`config.mk`:
```
export PLATFORM = sky130hd
export DESIGN_NAME = perf_counter_unit
export DESIGN_NICKNAME = d
export VERILOG_FILES = /design/src/rtl/perf_counter_unit.sv
export SDC_FILE = /design/constraint.sdc
export NUM_CORES = 1
export LEC_CHECK = 0
export ABC_AREA = 0
export ABC_CLOCK_PERIOD_IN_PS = 21200
export CAP_MARGIN = 40
export CORE_MARGIN = 5
export CORE_UTILIZATION = 55
export DETAILED_ROUTE_END_ITERATION = 8
export PLACE_DENSITY = 0.75
export SYNTH_ARGS = -nofsm -noshare
export SYNTH_HDL_FRONTEND = slang
export SYNTH_SLANG_ARGS = --single-unit
```
`constraint.sdc`:
```
create_clock -name clk -period 21.2 [get_ports clk]
set_input_delay 4.24 -clock clk [delete_from_list [all_inputs] [get_ports clk]]
set_output_delay 4.24 -clock clk [all_outputs]
set_load 0.03 [all_outputs]
```
`src/rtl/perf_counter_unit.sv`:
```
// Performance-monitor block: NUM_CTR event counters fed from a registered decode copy,
// with a run/frozen FSM, wrap or saturate overflow policy, atomic snapshot and registered readout.
module perf_counter_unit #(
  parameter int unsigned WIDTH    = 32,
  parameter int unsigned NUM_CTR  = 8,
  parameter bit          SATURATE = 1'b0,
  parameter int unsigned IDX_W    = (NUM_CTR > 1) ? $clog2(NUM_CTR) : 1
) (
  input  logic             clk,
  input  logic             rst,
  input  logic             instr_valid,
  input  logic [1:0]       instruction_type,
  input  logic [4:0]       opcode,
  input  logic             finish,
  input  logic             clear,
  input  logic             cfg_we,
  input  logic [IDX_W-1:0] cfg_idx,
  input  logic [2:0]       cfg_evt,
  input  logic             snap,
  input  logic             rd_req,
  input  logic [IDX_W-1:0] rd_idx,
  output logic [WIDTH-1:0] rd_data,
  output logic             rd_ovf,
  output logic             rd_valid,
  output logic             frozen
);

  localparam int unsigned EVT_W = 3;

  typedef enum logic {ST_RUN, ST_FROZEN} state_t;

  state_t state_q, state_d;

  logic             dec_valid;
  logic [1:0]       dec_type;
  logic [4:0]       dec_op;

  logic [WIDTH-1:0] ctr_q  [NUM_CTR];
  logic [WIDTH-1:0] ctr_d  [NUM_CTR];
  logic [EVT_W-1:0] sel_q  [NUM_CTR];
  logic [EVT_W-1:0] sel_d  [NUM_CTR];
  logic [WIDTH-1:0] shd_q  [NUM_CTR];
  logic [NUM_CTR-1:0] ovf_q, ovf_d, shov_q;

  logic [7:0]       ev_c;
  logic             cfg_ok_c;
  logic [WIDTH-1:0] rd_sel_data_c;
  logic             rd_sel_ovf_c;

  // Decode-stage copy of the issued instruction; clear drops anything pending
  always_ff @(posedge clk or posedge rst) begin
    if (rst) begin
      dec_valid <= 1'b0;
      dec_type  <= '0;
      dec_op    <= '0;
    end else if (clear) begin
      dec_valid <= 1'b0;
      dec_type  <= '0;
      dec_op    <= '0;
    end else begin
      dec_valid <= instr_valid;
      dec_type  <= instruction_type;
      dec_op    <= opcode;
    end
  end

  // Event classes, indexed by event code
  always_comb begin
    ev_c    = '0;
    ev_c[1] = 1'b1;
    ev_c[2] = dec_valid && (dec_type != 2'b10);
    ev_c[3] = dec_valid && (((dec_type == 2'b01) && !dec_op[4] && (dec_op <= 5'd4)) ||
                            ((dec_type == 2'b01) && dec_op[4]) ||
                            (dec_type == 2'b11));
    ev_c[4] = dec_valid && (dec_type == 2'b01) && !dec_op[4] &&
              (dec_op >= 5'd5) && (dec_op <= 5'd7);
    ev_c[5] = dec_valid && (dec_type == 2'b00);
    ev_c[6] = dec_valid && (dec_type == 2'b11);
    ev_c[7] = dec_valid && dec_op[4] && ((dec_type == 2'b01) || (dec_type == 2'b11));
  end

  assign cfg_ok_c = cfg_we && (32'(cfg_idx) < NUM_CTR);

  always_ff @(posedge clk or posedge rst) begin
    if (rst) state_q <= ST_RUN;
    else     state_q <= state_d;
  end

  // Next state plus next counter/flag/select values; clear beats cfg_we beats increment
  always_comb begin
    state_d = state_q;
    ctr_d   = ctr_q;
    sel_d   = sel_q;
    ovf_d   = ovf_q;
    if (clear) begin
      state_d = ST_RUN;
      ovf_d   = '0;
      for (int unsigned i = 0; i < NUM_CTR; i++) begin
        ctr_d[i] = '0;
        if (cfg_ok_c && (cfg_idx == IDX_W'(i))) sel_d[i] = cfg_evt;
      end
    end else begin
      if ((state_q == ST_RUN) && finish) state_d = ST_FROZEN;
      for (int unsigned i = 0; i < NUM_CTR; i++) begin
        if (cfg_ok_c && (cfg_idx == IDX_W'(i))) begin
          sel_d[i] = cfg_evt;
          ctr_d[i] = '0;
          ovf_d[i] = 1'b0;
        end else if ((state_q == ST_RUN) && ev_c[sel_q[i]]) begin
          if (ctr_q[i] == {WIDTH{1'b1}}) begin
            ovf_d[i] = 1'b1;
            ctr_d[i] = SATURATE ? ctr_q[i] : '0;
          end else begin
            ctr_d[i] = ctr_q[i] + WIDTH'(1);
          end
        end
      end
    end
  end

  always_ff @(posedge clk or posedge rst) begin
    if (rst) begin
      ovf_q  <= '0;
      shov_q <= '0;
      for (int unsigned i = 0; i < NUM_CTR; i++) begin
        ctr_q[i] <= '0;
        shd_q[i] <= '0;
        sel_q[i] <= EVT_W'(i);
      end
    end else begin
      ctr_q <= ctr_d;
      sel_q <= sel_d;
      ovf_q <= ovf_d;
      if (snap) begin
        shd_q  <= ctr_d;
        shov_q <= ovf_d;
      end
    end
  end

  // Shadow read mux; out-of-range indices read as zero
  always_comb begin
    rd_sel_data_c = '0;
    rd_sel_ovf_c  = 1'b0;
    for (int unsigned i = 0; i < NUM_CTR; i++) begin
      if (rd_idx == IDX_W'(i)) begin
        rd_sel_data_c = shd_q[i];
        rd_sel_ovf_c  = shov_q[i];
      end
    end
  end

  always_ff @(posedge clk or posedge rst) begin
    if (rst) begin
      rd_data  <= '0;
      rd_ovf   <= 1'b0;
      rd_valid <= 1'b0;
    end else begin
      rd_valid <= rd_req;
      if (rd_req) begin
        rd_data <= rd_sel_data_c;
        rd_ovf  <= rd_sel_ovf_c;
      end
    end
  end

  assign frozen = (state_q == ST_FROZEN);

endmodule
```
==> out/qor.txt, run 1 <==
Run status = completed
Count of unique library cells instantiated by Yosys = 81
Post-synthesis to final-layout area growth = 12.8%
Destination of the critical timing path = ctr_q[185]
Number of detailed-routing iterations run before antenna repair = 6
Largest stage delay, worst path = 650 ps
Register clock-pin slew on the reported worst setup and hold paths = 60 ps
Pwr per Cell Area = 83.9 nW/um^2
Initial antenna violation count = 0
Logic pwr share = 9.6%
Final setup TNS = 0 ps
Total number of placement rows = 82
Buffers & Inverters on Critical Path = 9
Prevailing post-synth register cell = sky130_fd_sc_hd__dfrtp_1
Kind of cell adding the most delay to the critical path = buffers and inverters
Timing startpoint of the critical path = rst
Part of the Yosys area used for sequential elements = 53.1%
CP startpoint kind = input pin
Setup bufs post-CTS = 0
Sequential cell fraction of total power = 45.1%
Setup repair after global routing missed its margin = no
Placer Congestion = 0.913
Synth top area share = 52.0%
Clk sink count = 595
Cell with the most instances on the worst path = sky130_fd_sc_hd__buf_4
Crit. path cell count = 9
Core Area = 50300 um^2
Class of the tightest hold or removal check = flop to flop
Syn Inst Count = 2572
Global route total overflow = 0
Number of hold violations in the final report = 0
Count of maximum capacitance violations = 0
Time the final worst path needs with I/O delays and setup = 7460 ps
Clock share of power = 45.3%
Worst path required time = 21960 ps
Final-report max-slew violation count = 0
Count of input and output buffers = 58
Number of top-level pins = 59
Upper clock frequency limit = 134 MHz
Mean routed wirelength per cell = 23.8 um
Die boundary height = 236 um
Fraction of final layout cells sized beyond drive strength 1 = 10.8%
Type of the worst setup path = input pin to asynchronous set/reset pin
Non-filler cells, final = 3309
Synthesized flop and latch total = 595
Sw power = 0.673 mW
Maximum buffer depth of the clock tree = 3
Area of the die = 55600 um^2
Number of cell instances on the worst register-to-register path = 7
CTS tree = yes
Transition time of the tightest slew-check pin = 1040 ps
Fillcell total = 3866
Leading cell type by number of instances after synthesis = sky130_fd_sc_hd__dfrtp_1
Die Wd = 236 um
Critical-path cell list = clkdlybuf4s50_1 -> inv_8 -> buf_16 -> buf_4 -> buf_4 -> buf_4 -> buf_16 -> buf_4 -> buf_16
Global routing usage summed across all routing layers = 27.9%
Endpoint of the lowest-slack register-to-register path = shd_q[67]
Number of global-route vias before repair = 20841
Synth area leader = sky130_fd_sc_hd__dfrtp_1
Clock latency at the later pin of the worst-skew pair = 590 ps
Launch instance of the worst register-to-register path = dec_type[1]
Antenna cell count = 0
Cell types with the largest area share after synthesis = sky130_fd_sc_hd__dfrtp_1 52%, sky130_fd_sc_hd__o2bb2ai_1 7.6%, sky130_fd_sc_hd__nor2_1 4.7%
Post-detail-place hpwl = 54800 um
Highest ir drop seen on vdd = 0.0754 mV
Count of yosys warnings during synthesis = 0
DRC violations left = 0
Net total in the final layout = 2621
Share of async-settable or async-resettable flops after synthesis = 100%
Worst Setup End Kind = asynchronous set/reset pin
Hold Buf Count CTS = 0
Internal power of the cells = 1.98 mW
Slowest stage cell on the critical path = sky130_fd_sc_hd__buf_4
Most frequent cells after synthesis = 583 x sky130_fd_sc_hd__dfrtp_1, 353 x sky130_fd_sc_hd__nor2_1, 245 x sky130_fd_sc_hd__o2bb2ai_1, 132 x sky130_fd_sc_hd__nand2_1, 131 x sky130_fd_sc_hd__xor2_1
Overall via count from detail_route = 21414
Sum of routed wire length over all layers = 78800 um
Netlist area before placement = 28100 um^2
Total of endpoints with negative setup slack in the final report = 0
Per-instance average area after synthesis = 10.9 um^2
CTS resizes = 0
Antenna-violating nets left = 0
Maximum level of the CTS H-tree = 3
Largest fanout of any net on the critical path = 81
Slew Limit Headroom = 30.8%
Fraction of power spent switching nets = 25.3%
Wire length of the first global-routing pass = 124000 um
Leakage = 13.3 nW
Post-route fraction of the period consumed by the critical path = 35.2%
Clock buffer count from CTS = 66
Count of flip-flops with a built-in enable after synthesis = 0
Post-synth net total = 2604
Worst Path Arrival = 8230 ps
Register-to-Register Setup Slack = 17030 ps
Clock skew = 20.0 ps
Cell count after placement = 3193
Buffer type at the clock tree root = sky130_fd_sc_hd__clkbuf_16
Maximum number of pins on one net before global-route repair = 177
Initial cell density of the core = 55.8%
Mean number of vias per cell = 6.47
DRC violation total after the first TritonRoute iteration = 2630
## worst min path at each step
stage / cells after the start / end / slack, ps / from
after detailed placement: 1 / shd_q[48] / 470 / shd_q[48]
after floorplan: 1 / shov_q[7] / 450 / shov_q[7]
after CTS: 1 / shd_q[48] / 480 / shd_q[48]
after global placement: 1 / shd_q[47] / 460 / shd_q[47]
after global routing: 1 / shd_q[117] / 500 / shd_q[117]
final: 1 / shd_q[117] / 480 / shd_q[117]
## registers in the layout (all words and copies together) (netlist names)
name / count
rd_valid: 1
ovf_q: 8
rd_data: 32
frozen: 1
sel_q: 24
shd_q: 256
dec_valid: 1
ctr_q: 256
dec_op: 5
shov_q: 8
dec_type: 2
rd_ovf: 1
## layer usage
layer / part of all wire (%) / wire length (um) / global-route usage [%] / vias to the layer above
li1: - / - / - / 9321
met1: 43 / 34200 / 41.7 / 10936
met2: 43 / 34100 / 40.1 / 1007
met3: 9.2 / 7220 / 6.04 / 150
met4: 4.1 / 3260 / 11.0 / 0
met5: 0 / 0 / 0 / -
## through the flow
stage          setup slack [ps]  power, mW  area [um^2]  util [%]  hold slack, ps
2_1_floorplan               327       1.38        28100         -             449
3_3_place_gp              12030       1.45        29000      57.6             464
4_1_cts                   13620       2.67        31700      63.0             483
6_report                  13740       2.66        31700      63.0             480
3_5_place_dp              13010       1.47        29400      58.5             468
5_1_grt                   13140       2.74        31700      63.0             495
## worst register-to-register path, delay by kind of cell, from the launching register on
kind               cells  cell delay (ps)
AOI/OAI and AO/OA      3             1490
and+or+nand+nor        4             2000
DFF                    1              550
## layout make-up
type	count	area, um^2	area share (%)
Sequential cell	595	14900	47.1
Multi-Input combinational cell	1772	12300	38.7
Clock buffer	89	1890	5.97
Timing Repair Buffer	101	1170	3.68
Tap cell	672	841	2.66
Clock inverter	27	379	1.20
Inverter	53	214	0.676
## cells in the final DEF (no fill, tap or decap), drive strengths merged, types with 12 or more instances in the layout
cell type	count
nand4	100
mux2	52
clkdlybuf4s50	54
a21oi	59
mux4	30
inv	56
clkinv	12
or3	14
o31ai	16
nand2	132
dfstp	12
clkbuf	89
and3	37
xnor2	113
o2bb2ai	245
and2	17
xor2	131
nand3	102
nor2b	24
mux2i	60
and4	23
nor4	28
buf	47
nor2	353
dfrtp	583
nor3	57
o21ai	39
## cell families (layout without fill, tap and decap cells)
kind of cell,after synthesis,in the layout,share of synthesized area [%]
XOR/XNOR,244,244,7.62
buffers and inverters,205,270,3.25
AND/OR/NAND/NOR,941,941,16.8
flip-flops,595,595,53.1
AO/OA/AOI/OAI,437,437,12.2
multiplexers,142,142,6.63
adder cells (fa/ha/maj),8,8,0.357
## power groups by stage
stage | logic (mW) | clock network [mW] | registers (mW)
after floorplan | 0.156 | 0 | 1.22
after global placement | 0.235 | 0 | 1.21
after detailed placement | 0.253 | 0 | 1.22
after CTS | 0.254 | 1.22 | 1.20
after global routing | 0.276 | 1.27 | 1.20
final | 0.256 | 1.20 | 1.20
(Power assumes the default switching activity.)
==> run 2, diff against run 1 <==
Settings changed: ABC_CLOCK_PERIOD_IN_PS 21200 to 6500.
Clock period 21.2 ns to 6.5 ns, I/O delays scaled along.
==> out/qor.txt, run 2 (synthesis gave the netlist of run 1 again) <==
Count of maximum capacitance violations = 0 (unchanged)
Die boundary height = 236 um (unchanged)
Setup repair after global routing missed its margin = no
Number of cell instances on the worst register-to-register path = 8 (+1)
Slew Limit Headroom = 28.6% (-2.2 points)
Launch instance of the worst register-to-register path = dec_type[1]
Global routing usage on met3 = 6.06% (+0.023 points)
Total number of placement rows = 82 (unchanged)
CTS tree = yes
Final design utilization = 62.4% (-0.58 points)
Number of hold violations in the final report = 0 (unchanged)
Core Area = 50300 um^2 (unchanged)
Final-report max-slew violation count = 0 (unchanged)
Post-route fraction of the period consumed by the critical path = 60.9%
Endpoint of the lowest-slack register-to-register path = shd_q[95]
Placer Congestion = 0.922 (+0.90%)
Total power = 8.36 mW (+210%)
Largest registers = ctr_q: 256 flops, shd_q: 256 flops, rd_data: 32 flops
CTS resizes = 0 (unchanged)
Fraction of final layout cells sized beyond drive strength 1 = 10.7% (-0.056 points)
Sum of routed wire length over all layers = 78600 um (-0.24%)
Timing startpoint of the critical path = dec_type[1]
Global routing met2 resource utilization = 40.2% (+0.052 points)
Commonest non-fill, non-tap cell in the layout = sky130_fd_sc_hd__dfrtp_1
Total of endpoints with negative setup slack in the final report = 0 (unchanged)
Count of input and output buffers = 58 (unchanged)
Internal power of the cells = 6.19 mW (+210%)
Time the final worst path needs with I/O delays and setup = 3960 ps
Largest fanout of any net on the critical path = 33 (-59%)
Largest stage delay, worst path = 700 ps (+50 ps)
Critical-path cell list = nor2_1 -> nand3_2 -> o2111a_1 -> buf_4 -> nor4_4 -> a31o_2 -> or2_2 -> o2bb2ai_1
Post-synthesis to final-layout area growth = 11.8%
DRC violation total after the first TritonRoute iteration = 2559 (-2.7%)
Clock share of power = 43.3% (-2.0 points)
Buffers & Inverters on Critical Path = 1 (-8)
Global routing usage summed across all routing layers = 27.6% (-0.28 points)
Slowest stage cell on the critical path = sky130_fd_sc_hd__a31o_2
Overall via count from detail_route = 21248 (-0.78%)
Worst hold path cell count = 1 (unchanged)
Post-detail-place hpwl = 55000 um (+0.34%)
Logic pwr share = 9.9% (+0.3 points)
Maximum buffer depth of the clock tree = 3 (unchanged)
Final setup TNS = 0 ps (unchanged)
CP startpoint kind = flop
Worst path required time = 6990 ps (-14970 ps)
Register-to-Register Setup Slack = 2540 ps (-14490 ps)
Antenna cell count = 0 (unchanged)
Most heavily used metal layer in global routing = met1
Die Wd = 236 um (unchanged)
DRC violations left = 0 (unchanged)
Net total in the final layout = 2616 (-0.19%)
Worst Setup End Kind = flop
Worst Path Arrival = 4450 ps (-3780 ps)
Clk sink count = 595 (unchanged)
Final non-filler cell area = 31400 um^2 (-0.92%)
Class of the tightest hold or removal check = flop to flop
Maximum level of the CTS H-tree = 2 (-1)
Sequential cell fraction of total power = 46.8% (+1.7 points)
Mean number of vias per cell = 6.43 (-0.63%)
Kind of cell adding the most delay to the critical path = simple AND/OR/NAND/NOR gates
Register clock-pin slew on the reported worst setup and hold paths = 60 ps (about the same)
Destination of the critical timing path = shd_q[95]
Buffer type at the clock tree root = sky130_fd_sc_hd__clkbuf_16
Grt met1 use = 41.8% (+0.11 points)
Register Area = 14900 um^2 (unchanged)
Commonest non-fill, non-tap cells in the layout = 583 x sky130_fd_sc_hd__dfrtp_1, 353 x sky130_fd_sc_hd__nor2_1, 245 x sky130_fd_sc_hd__o2bb2ai_1, 132 x sky130_fd_sc_hd__nand2_1, 131 x sky130_fd_sc_hd__xor2_1
Number of top-level pins = 59 (unchanged)
Clock skew = 20.4 ps (+0.407 ps)
Run status = completed
Hold Buf Count CTS = 0 (unchanged)
Fraction of power spent switching nets = 25.9% (+0.59 points)
Crit. path cell count = 8 (-1)
Upper clock frequency limit = 253 MHz
Mean routed wirelength per cell = 23.8 um (about the same)
Highest ir drop seen on vdd = 0.244 mV (+220%)
Number of detailed-routing iterations run before antenna repair = 8 (+2)
Global route total overflow = 0 (unchanged)
Wire length of the first global-routing pass = 123000 um (-0.88%)
Maximum number of pins on one net before global-route repair = 191 (+7.9%)
Sw power = 2.17 mW (+220%)
Clock buffer count from CTS = 60 (-9.1%)
Pwr per Cell Area = 266 nW/um^2 (+220%)
Area of the die = 55600 um^2 (unchanged)
Combined area of the multi-input logic cells = 12300 um^2 (unchanged)
Initial cell density of the core = 55.8% (unchanged)
Type of the worst setup path = flop to flop
Setup bufs post-CTS = 0 (unchanged)
Initial antenna violation count = 1 (+1)
Leakage = 13.1 nW (-1.0%)
Fillcell total = 3955 (+2.3%)
Number of global-route vias before repair = 20567 (-1.3%)
Clock latency at the later pin of the worst-skew pair = 630 ps (+40 ps)
Transition time of the tightest slew-check pin = 1070 ps (+32.9 ps)
Antenna-violating nets left = 0 (unchanged)
DP Area = 29300 um^2 (-0.36%)
## run 2: worst reg2reg max path: stages (launching register included)
cell and delay [ps]:
sky130_fd_sc_hd__dfrtp_1 550, sky130_fd_sc_hd__nor2_1 460, sky130_fd_sc_hd__nand3_2 250, sky130_fd_sc_hd__o2111a_1 320
sky130_fd_sc_hd__buf_4 220, sky130_fd_sc_hd__nor4_4 560, sky130_fd_sc_hd__a31o_2 710, sky130_fd_sc_hd__or2_2 620
sky130_fd_sc_hd__o2bb2ai_1 140
## run 2: through the flow
| step | std cells | hold WS (ps) | worst slack, ps |
|---|---|---|---|
| after detailed placement | 3193 | 469 | 2350 |
| after CTS | 3303 | 487 | 2540 |
| final | 3304 | 484 | 2540 |
| after global placement | 3177 | 463 | 2140 |
| after global routing | 3304 | 502 | 2320 |
| after floorplan | 2572 | 449 | -2900 |
## run 2: final cells by class
type / instances / share of cell area [%]
sequential: 595 / 47.5
timing repair buffer: 102 / 3.41
multi-input combinational: 1772 / 39.1
tap: 672 / 2.68
clock inverter: 28 / 1.17
inverter: 53 / 0.670
clock buffer: 82 / 5.46
## run 2: how the worst min path moves through the flow
stage	from	end	slack [ps]
after floorplan	shov_q[7]	shov_q[7]	450
after global placement	shd_q[48]	shd_q[48]	460
after detailed placement	shd_q[252]	shd_q[252]	470
after CTS	shd_q[121]	shd_q[121]	490
after global routing	shd_q[120]	shd_q[120]	500
final	shd_q[116]	shd_q[116]	480
## run 2: power by group through the flow
stage	Sequential [mW]	Clock (mW)	Combinational, mW
after floorplan	3.98	0	0.509
after global placement	3.96	0	0.771
after detailed placement	3.97	0	0.820
after CTS	3.91	3.66	0.827
after global routing	3.92	3.81	0.894
final	3.91	3.62	0.831
## run 2: layer usage
metal / routed length, um / part of all wire [%]
met1: 34300 / 44
met2: 34200 / 44
met3: 7460 / 9.5
met4: 2590 / 3.3
met5: 7 / 0.0089
==> run 3, diff against run 2 <==
Settings changed: ABC_CLOCK_PERIOD_IN_PS 6500 to 3900, PLACE_DENSITY 0.75 to 0.72.
Clock period 6.5 ns to 3.9 ns, I/O delays scaled along.
==> out/qor.txt, run 3 (synthesis gave the netlist of run 1 again) <==
Run status = completed
Antenna cell count = 0 (unchanged)
Total of endpoints with negative setup slack in the final report = 0 (unchanged)
Launch instance of the worst register-to-register path = dec_type[1]
Number of cell instances on the worst register-to-register path = 7 (-1)
Setup bufs post-CTS = 0 (unchanged)
Post-route fraction of the period consumed by the critical path = 85.7% (+25 points)
Maximum level of the CTS H-tree = 2 (unchanged)
Clock buffer count from CTS = 61 (+1.7%)
Critical-path cell list = or2_0 -> o31ai_1 -> a221o_1 -> nor4_4 -> a31o_2 -> or2_2 -> o2bb2ai_1
Clk sink count = 595 (unchanged)
Largest stage delay, worst path = 590 ps (-110 ps)
Overall via count from detail_route = 21172 (-0.36%)
Largest registers = ctr_q: 256 flops, shd_q: 256 flops, rd_data: 32 flops
Commonest non-fill, non-tap cells in the layout = 583 x sky130_fd_sc_hd__dfrtp_1, 353 x sky130_fd_sc_hd__nor2_1, 245 x sky130_fd_sc_hd__o2bb2ai_1, 132 x sky130_fd_sc_hd__nand2_1, 131 x sky130_fd_sc_hd__xor2_1
Final-report max-slew violation count = 0 (unchanged)
Non-filler cells, final = 3337 (+1.0%)
Largest fanout of any net on the critical path = 29 (-12%)
Upper clock frequency limit = 299 MHz (+18%)
Time the final worst path needs with I/O delays and setup = 3340 ps (-616 ps)
Total number of placement rows = 82 (unchanged)
Clock skew = 20.0 ps (-0.429 ps)
Register clock-pin slew on the reported worst setup and hold paths = 60 ps (about the same)
DRC violation total after the first TritonRoute iteration = 2562 (+0.12%)
Number of detailed-routing iterations run before antenna repair = 6 (-2)
Die boundary height = 236 um (unchanged)
Post-detail-place hpwl = 56600 um (+2.9%)
Maximum number of pins on one net before global-route repair = 107 (-44%)
Register-to-Register Setup Slack = 560 ps (-1980 ps)
Post-synthesis to final-layout area growth = 12.9%
Worst slack on hold paths = 485 ps (+1.62 ps)
Worst Setup End Kind = flop
Maximum buffer depth of the clock tree = 3 (unchanged)
Setup repair after global routing missed its margin = no
Slew Limit Headroom = 40.9% (+12 points)
Final setup TNS = 0 ps (unchanged)
Destination of the critical timing path = shd_q[95]
Core Area = 50300 um^2 (unchanged)
Class of the tightest hold or removal check = flop to flop
Count of input and output buffers = 58 (unchanged)
Hold Buf Count CTS = 0 (unchanged)
Sum of routed wire length over all layers = 79400 um (+1.0%)
Mean routed wirelength per cell = 23.8 um (about the same)
Fraction of final layout cells sized beyond drive strength 1 = 11.7% (+0.99 points)
Slowest stage cell on the critical path = sky130_fd_sc_hd__dfrtp_1
Type of the worst setup path = flop to flop
Initial antenna violation count = 0 (-1)
Leakage = 13.3 nW (+1.5%)
DRC violations left = 0 (unchanged)
Worst Path Arrival = 3840 ps (-610 ps)
Number of top-level pins = 59 (unchanged)
Die Wd = 236 um (unchanged)
Number of hold violations in the final report = 0 (unchanged)
Count of maximum capacitance violations = 0 (unchanged)
Antenna-violating nets left = 0 (unchanged)
Transition time of the tightest slew-check pin = 881 ps (-190 ps)
Timing startpoint of the critical path = dec_type[1]
Total power = 14.2 mW (+70%)
CTS tree = yes
Commonest non-fill, non-tap cell in the layout = sky130_fd_sc_hd__dfrtp_1
Worst path required time = 4390 ps (-2600 ps)
Pwr per Cell Area = 449 nW/um^2 (+69%)
Wire length of the first global-routing pass = 124000 um (+1.4%)
Global route total overflow = 0 (unchanged)
Initial cell density of the core = 55.8% (unchanged)
Cell count after placement = 3223 (+0.94%)
Global routing usage summed across all routing layers = 28.2% (+0.55 points)
Area of the die = 55600 um^2 (unchanged)
Highest ir drop seen on vdd = 0.340 mV (+39%)
Buffer type at the clock tree root = sky130_fd_sc_hd__clkbuf_16
Clock latency at the later pin of the worst-skew pair = 640 ps (about the same)
CP startpoint kind = flop
Placer Congestion = 0.944 (+2.5%)
Net total in the final layout = 2647 (+1.2%)
Endpoint of the lowest-slack register-to-register path = shd_q[95]
Number of global-route vias before repair = 20769 (+0.98%)
CTS resizes = 0 (unchanged)
Mean number of vias per cell = 6.34 (-1.3%)
==> run 3: report_power, final <==
group          internal (mW)  switching (mW)  total, mW
logic                  0.444           0.952       1.40
registers               6.35           0.169       6.52
clock network           3.82            2.50       6.32
total                   10.6            3.62       14.2
==> run 3: how the worst min path moves through the flow <==
stage                     startpoint          to  slack, ps  cells past startpoint
after global routing       shd_q[36]   shd_q[36]        500                      1
after detailed placement  shd_q[119]  shd_q[119]        470                      1
after floorplan            shov_q[7]   shov_q[7]        450                      1
after CTS                 shd_q[227]  shd_q[227]        490                      1
after global placement     shd_q[36]   shd_q[36]        460                      1
final                      shd_q[55]   shd_q[55]        490                      1
==> run 3: final cells by class <==
cell class | instances | area, um^2
tap | 672 | 841
sequential | 595 | 14900
multi-input combinational | 1772 | 12300
inverter | 53 | 210
clock inverter | 24 | 352
clock buffer | 89 | 1820
fill | 3958 | 18600
timing repair buffer | 132 | 1280
==> run 3: critical path: cells and delay by family (launching register included) <==
family          cells  cell delay, ps
compound gates      4            1040
flops               1             590
simple gates        3            1530
==> run 3: through the flow <==
stage / setup WS, ps / utilization [%] / area, um^2
5_1_grt: 273 / 63.0 / 31700
4_1_cts: 581 / 63.0 / 31700
6_report: 557 / 63.0 / 31700
3_3_place_gp: 676 / 58.6 / 29500
3_5_place_dp: 598 / 58.7 / 29500
2_1_floorplan: -4980 / - / 28100
==> run 3: per-layer routing <==
layer	up-vias	share of wire, %	track usage [%]
li1	9382	-	-
met1	10753	44	42.6
met2	916	43	40.7
met3	121	9.4	6.65
met4	0	3.4	8.81
met5	-	0	0
